### config.mk
export PLATFORM = sky130hd
export DESIGN_NAME = instr_fetch_unit
export DESIGN_NICKNAME = d
export VERILOG_FILES = /design/src/rtl/instr_fetch_unit_pkg.sv /design/src/rtl/pc_next_sel.sv /design/src/rtl/instr_fetch_unit.sv
export SDC_FILE = /design/constraint.sdc
export NUM_CORES = 1
export LEC_CHECK = 0
export ABC_AREA = 1
export CORE_UTILIZATION = 29
export CTS_BUF_LIST = sky130_fd_sc_hd__clkbuf_16
export DETAILED_ROUTE_END_ITERATION = 7
export PLACE_DENSITY = 0.59
export SYNTH_ARGS = -nofsm -noshare
export SYNTH_HDL_FRONTEND = slang
export SYNTH_HIERARCHICAL = 1
export SYNTH_SLANG_ARGS = --single-unit
export TNS_END_PERCENT = 1
### constraint.sdc
create_clock -name clk -period 2.2 [get_ports clk]
set_input_delay 0.55 -clock clk [delete_from_list [all_inputs] [get_ports clk]]
set_output_delay 0.55 -clock clk [all_outputs]
set_load 0.01 [all_outputs]
### src/rtl/instr_fetch_unit_pkg.sv
// Shared definitions for the instruction fetch unit: FSM encoding and
// default address-map constants for the instruction ROM.
package instr_fetch_unit_pkg;

  typedef enum logic [1:0] {
    ST_BOOT = 2'd0,
    ST_RUN  = 2'd1,
    ST_HALT = 2'd2
  } fetch_state_t;

  localparam logic [31:0] DEF_RESET_PC   = 32'd0;
  localparam logic [31:0] DEF_PC_STEP    = 32'd2;
  localparam logic [31:0] DEF_IMEM_LIMIT = 32'd64;
  localparam logic [31:0] NOP            = 32'd0;

endpackage

### src/rtl/pc_next_sel.sv
// Redirect selection for the fetch PC: jump beats branch, the target is
// forced to even alignment and an odd raw target is flagged.
module pc_next_sel (
  input  logic        redirect_jump,
  input  logic [31:0] jump_target,
  input  logic        redirect_branch,
  input  logic [31:0] branch_target,
  output logic        redirect,
  output logic [31:0] target,
  output logic        misalign_raw
);

  logic [31:0] raw_target;

  assign raw_target   = redirect_jump ? jump_target : branch_target;
  assign redirect     = redirect_jump | redirect_branch;
  assign target       = {raw_target[31:1], 1'b0};
  assign misalign_raw = redirect & raw_target[0];

endmodule

### src/rtl/instr_fetch_unit.sv
// Fetch stage: owns the PC, reads the combinational ROM and loads the IF/ID
// register under a valid/ready handshake, with EX redirects and range halt.
module instr_fetch_unit
  import instr_fetch_unit_pkg::*;
#(
  parameter logic [31:0] RESET_PC   = DEF_RESET_PC,
  parameter logic [31:0] PC_STEP    = DEF_PC_STEP,
  parameter logic [31:0] IMEM_LIMIT = DEF_IMEM_LIMIT
) (
  input  logic        clk,
  input  logic        rst_n,
  output logic [31:0] pc,
  input  logic [31:0] instruction,
  input  logic        redirect_jump,
  input  logic [31:0] jump_target,
  input  logic        redirect_branch,
  input  logic [31:0] branch_target,
  output logic [31:0] if_id_instr,
  output logic [31:0] if_id_pc_next,
  output logic        if_id_valid,
  input  logic        if_id_ready,
  output logic        fetch_fault,
  output logic        misalign,
  output logic [31:0] fetch_count
);

  fetch_state_t state, state_next;

  logic        redirect;
  logic [31:0] target;
  logic        misalign_raw;
  logic        take_redirect;
  logic        in_range;
  logic        advance;
  logic [31:0] pc_inc;

  pc_next_sel u_pc_next_sel (
    .redirect_jump   (redirect_jump),
    .jump_target     (jump_target),
    .redirect_branch (redirect_branch),
    .branch_target   (branch_target),
    .redirect        (redirect),
    .target          (target),
    .misalign_raw    (misalign_raw)
  );

  // Redirects are ignored during the single BOOT cycle.
  assign take_redirect = redirect && (state != ST_BOOT);
  assign in_range      = pc < IMEM_LIMIT;
  assign advance       = (state == ST_RUN) && (!if_id_valid || if_id_ready) && in_range;
  assign pc_inc        = pc + PC_STEP;

  // NOTE: every always_comb output gets a default first, so no path can
  // leave it unassigned and infer a latch.
  always_comb begin
    state_next = state;
    if (take_redirect) begin
      state_next = ST_RUN;
    end else begin
      case (state)
        ST_BOOT: state_next = ST_RUN;
        ST_RUN:  if (!in_range) state_next = ST_HALT;
        ST_HALT: state_next = ST_HALT;
        default: state_next = ST_BOOT;
      endcase
    end
  end

  // NOTE: sequential state uses non-blocking assignments only, so every
  // register samples pre-edge values regardless of statement order.
  always_ff @(posedge clk or negedge rst_n) begin
    if (!rst_n) state <= ST_BOOT;
    else        state <= state_next;
  end

  always_ff @(posedge clk or negedge rst_n) begin
    if (!rst_n) begin
      pc            <= RESET_PC;
      if_id_instr   <= NOP;
      if_id_pc_next <= 32'd0;
      if_id_valid   <= 1'b0;
      fetch_fault   <= 1'b0;
      misalign      <= 1'b0;
      fetch_count   <= 32'd0;
    end else begin
      misalign <= 1'b0;
      if (take_redirect) begin
        // Squash the wrong-path word even when decode is stalled.
        pc          <= target;
        if_id_valid <= 1'b0;
        fetch_fault <= 1'b0;
        misalign    <= misalign_raw;
      end else if (advance) begin
        if_id_instr   <= instruction;
        if_id_pc_next <= pc_inc;
        if_id_valid   <= 1'b1;
        pc            <= pc_inc;
        fetch_count   <= fetch_count + 32'd1;
      end else begin
        if (if_id_ready) if_id_valid <= 1'b0;
        if ((state == ST_RUN) && !in_range) fetch_fault <= 1'b1;
      end
    end
  end

endmodule

After elaboration in Yosys (flattened, before gate mapping):

Cells that the tools add are included.

* word-level logic and storage cells: 45
* bits of input ports: 101
* register bits: 133
* output and inout bits: 131

* reduce and logical (&&, ||, !) cells: 14
* equality and inequality tests: 4
* multiplexer cells: 13
* $add $sub $neg: 2
* magnitude comparators: 1
* bitwise gates (word level): 3

Operators with widths (count)
* $mux W32: 3
* $add A32 B1 Y32 const B: 1
* $add A32 B2 Y32 const B: 1
* $lt A32 B7 Y1 const B: 1
* $mux W1: 7
* $pmux W2 S3: 1
* $reduce_bool A2 Y1: 3
* $logic_and A1 B1 Y1: 4
* $mux W2: 2
* $reduce_and A2 Y1: 2
* $ne A3 B3 Y1 const B: 1
* $reduce_bool A3 Y1: 1
* $eq A2 B1 Y1 const B: 1
* $eq A2 B2 Y1 const B: 1
* $logic_not A1 Y1: 2
* $logic_not A2 Y1: 1
* $ne A2 B2 Y1 const B: 1
* $and A1 B1 Y1: 1
* $logic_or A1 B1 Y1: 1
* $not A1 Y1: 1
* $or A1 B1 Y1: 1

Depth between registers and ports, before layout:

* word-level depth: 6
* mapped depth: 11
* mapped depth without buffers: 10

Cells and area by module:

The synthesis kept the hierarchy.

Modules (own cells, without submodules)
* instr_fetch_unit: times used 1, sequential area each 3328.2 um2, area each 6401.1 um2, cells each 840
* pc_next_sel: times used 1, sequential area each 0.0 um2, area each 462.9 um2, cells each 110

Worst setup path before layout:

No wires, ideal clock.

* kind: input port to flip-flop
* from: input port redirect_jump
* to: register fetch_count[3]
* path buffers: 3
* setup time: 0.066 ns
* arrival: 1.826 ns
* stages on the path: 7
* required time: 2.134 ns
* slack: 0.308 ns
* path through: buf_6 -> or2_2 -> nand2_1 -> clkbuf_1 -> buf_1 -> nand4_1 -> nand2_1

* cells in the longest elaborated chain, start to end: 4

Ends and longest elaborated chain
* from (decl): line instr_fetch_unit.sv:14 `input logic redirect_jump,`
* $or A1 B1 Y1: line pc_next_sel.sv:16 `assign redirect = redirect_jump | redirect_branch;`
* net redirect: line instr_fetch_unit.sv:29 `logic redirect;`
* $logic_and A1 B1 Y1: line instr_fetch_unit.sv:48 `assign take_redirect = redirect && (state != ST_BOOT);`
* $not A1 Y1 (no source line)
* $reduce_and A2 Y1 (no source line)
* to (signal assigned): line instr_fetch_unit.sv:98 `fetch_count <= fetch_count + 32'd1;`
* to (decl): line instr_fetch_unit.sv:24 `output logic [31:0] fetch_count`

The timed path passes the listed nets, and every way through them passes these cells.
A chain may end at the register's enable or synchronous reset.

Final worst setup path:

* from: register fetch_count[18]
* to: output port fetch_count[18]

No word-level cell between the ends.

==> results by group <==
Outcome
  – Status: completed

Place
  – Placement Setup Slack: -0.0396 ns
  – Port bufs: 231
  – Gpl congestion: roughly 0.93
  – Placed cell area: between 9000 and 10000 um^2
  – Dpl hpwl: 15.4 mm

Routing
  – Vias post-DR: approximately 6700
  – Post-route ant nets: 0
  – WL per Instance: roughly 14 um
  – DRC errors left: 0
  – Wl on met1: around 9.5 mm
  – Met2 wire length: 9.87 mm
  – Post-Route WL: ~21 mm
  – Met3 wire length: between 1.5 and 2 mm
  – Iter 0 DRT Violations: about 340
  – Vias/cell: between 4 and 5
  – Detailed-router iteration count before antenna repair: 5
  – Top sig layer: met4

GRT
  – Total GRT Usage: 0.179
  – Vias in the first global route: around 6400
  – Initial antenna violation count: 0
  – First-pass GRT wire length: around 34 mm
  – Total grt overflow: 0
  – Pin count of the biggest net entering global routing: 47

STA
  – Final hold vios: 0
  – # setup viols final: 0
  – Tmin final: 2.06 ns
  – Setup WS post-layout: around 0.14 ns
  – Worst Clk Skew: 0.00965 ns
  – Final-report max-slew violation count: 0
  – Unrepaired setup endpoints after global routing: false
  – Period utilization: 0.939
  – Max frequency: just under 0.5 GHz
  – Sum Neg Setup Slack: 0 ns

Clock tree
  – Cts repair resizes: 0
  – CTS Buffer Depth: 2
  – Clock sink count: 133
  – CTS root buf: clkbuf_16
  – CTS tree: yes
  – Hold-fix buffers, CTS: 0
  – TritonCTS Buffers: 17
  – Number of post-CTS setup repair buffers: 0
  – H-tree level count: 4
  – Clock transition at the registers of the reported paths: ~0.060 ns
  – Clk_lat worst skew: 0.43 ns

Floorplanning
  – Starting Density: 0.300
  – Die width: 156 um
  – Chip height: ~160 um
  – Std cell rows: 55
  – Ports: around 230
  – Core Box Area: 22900 um^2
  – Die area: between 20000 and 25000 um^2

Logic synthesis
  – Post-synth cell types: 24
  – Post-Synthesis Cells: 950
  – Synth Warn #: 6
  – Mapped cell area: 6860 um^2
  – Synthesized Nets: around 1100
  – Syn Area/Cell: between 7 and 8 um^2
  – Synth Register Bits: 133
  – Sequential area share after synthesis: 0.485

Critical path
  – CP endpoint kind: primary output
  – Crit path cell chain: clkdlybuf4s50_1
  – WP buf/inv: 1
  – Slowest-stage cell, CP: clkdlybuf4s50_1
  – Critical Path RT: 1.65 ns
  – CP delay by family, top: buffers and inverters
  – WS Path Type: reg -> out
  – Peak fanout along the critical path: 6
  – CP max stage delay: about 0.59 ns
  – Crit path DAT: around 1.5 ns
  – CP Launch Type: flip-flop

Finish
  – Ant diodes: 0
  – Commonest non-fill, non-tap cell in the layout: nand2_1
  – Post-route design area: 10200 um^2
  – Area growth, synth to finish: 49.3%
  – Proportion of layout cells with a drive suffix above 1: 0.0553
  – Layout Nets: 1287
  – Commonest non-fill, non-tap cells in the layout: nand2_1, clkdlybuf4s50_1, dfrtp_1

Power and ir drop
  – NetSw: ~0.0030 W
  – Worst-case vdd ir drop: around 0.00035 V
  – Clock power share: 0.341
  – Reg power frac: 0.362
  – Pwr/cell area: between 800 and 900 nW/um^2
  – Logic pwr share: 0.297
  – Int Pwr: between 0.005 and 0.006 W
  – Lkg Pwr: 5.18 nW
  – Total power: 0.00854 W
  – Net Sw Frac: 0.349

Flow run
  – Max-cap violations: 0

Hold path
  – Hold/Removal Path Class: in -> async
layout make-up:
class                      instances  area [um^2]
fill                            2331        12700
sequential                       133         3330
multi-input combinational        707         3050
timing repair buffer             257         2620
clock buffer                      17          425
tap                              313          392
inverter                          65          246
clock inverter                    15          186
power groups by stage:
stage / clock, W / combinational [W] / sequential [W]
3_3_place_gp: 0 / 0.00257 / 0.00312
3_5_place_dp: 0 / 0.00256 / 0.00314
4_1_cts: 0.00300 / 0.00257 / 0.00310
5_1_grt: 0.00310 / 0.00283 / 0.00314
6_report: 0.00292 / 0.00254 / 0.00309
2_1_floorplan: 0 / 0.00106 / 0.00319
per-layer routing:
layer,global-route usage,vias to the layer above
met5,0,-
met4,0.0458,0
met3,0.0522,18
met2,0.291,201
met1,0.233,3087
li1,-,3406
final timing paths:
path / from / end / slack [ns] / depth (start not counted)
min: rst_n / fetch_count[25]$_DFFE_PN0P_ / 0.06 / 1
max reg2reg: state[1]$_DFFE_PN0P_ / pc[6]$_DFFE_PN0P_ / 0.41 / 9
max in group asynchronous: rst_n / pc[27]$_DFFE_PN0P_ / 1.53 / 2
min reg2reg: if_id_pc_next[23]$_DFFE_PN0P_ / if_id_pc_next[23]$_DFFE_PN0P_ / 0.46 / 2
max: fetch_count[18]$_DFFE_PN0P_ / fetch_count[18] / 0.14 / 1
min in group clk: if_id_pc_next[23]$_DFFE_PN0P_ / if_id_pc_next[23]$_DFFE_PN0P_ / 0.46 / 2
cells by family (layout without fill, tap and decap cells):
group                      after synthesis  after routing  share of synthesized area
xor gates and xnor gates                16             16                     0.0204
other                                    1              1                   0.000546
adders and majority gates                5              5                    0.00911
and+or+nand+nor                        680            680                      0.406
buffers and inverters                  110            354                     0.0746
AOI/OAI and AO/OA                        5              5                    0.00419
DFF                                    133            133                      0.485
synthesized netlist by cell type, drive strengths merged:
| library cell | count | area [um^2] |
|---|---|---|
| nor3 | 1 | 5.00 |
| xnor2 | 3 | 26.3 |
| nand3b | 16 | 120 |
| clkinv | 1 | 3.75 |
| clkbuf | 22 | 82.6 |
| nand3 | 44 | 225 |
| buf | 23 | 183 |
| nand2 | 504 | 1890 |
| conb | 1 | 3.75 |
| inv | 64 | 243 |
| o21ai | 4 | 20.0 |
| ha | 5 | 62.6 |
| a21oi | 1 | 8.76 |
| or2 | 1 | 6.26 |
| nor2 | 72 | 278 |
| nand4 | 42 | 263 |
| xor2 | 13 | 114 |
| dfrtp | 133 | 3330 |
sequential cells by signal, summed over array words and instances, names as in the netlist:
name	cells
fetch_fault	1
if_id_pc_next	32
state	2
pc	32
misalign	1
fetch_count	32
if_id_valid	1
if_id_instr	32
stage by stage:
step	cells	utilization	hold slack, ns
2_1_floorplan	950	-	0.254
3_3_place_gp	1475	0.421	0.448
3_5_place_dp	1475	0.421	0.452
4_1_cts	1507	0.447	0.0621
5_1_grt	1507	0.447	0.0813
6_report	1507	0.447	0.0589
Power figures use the tool's default switching activity.
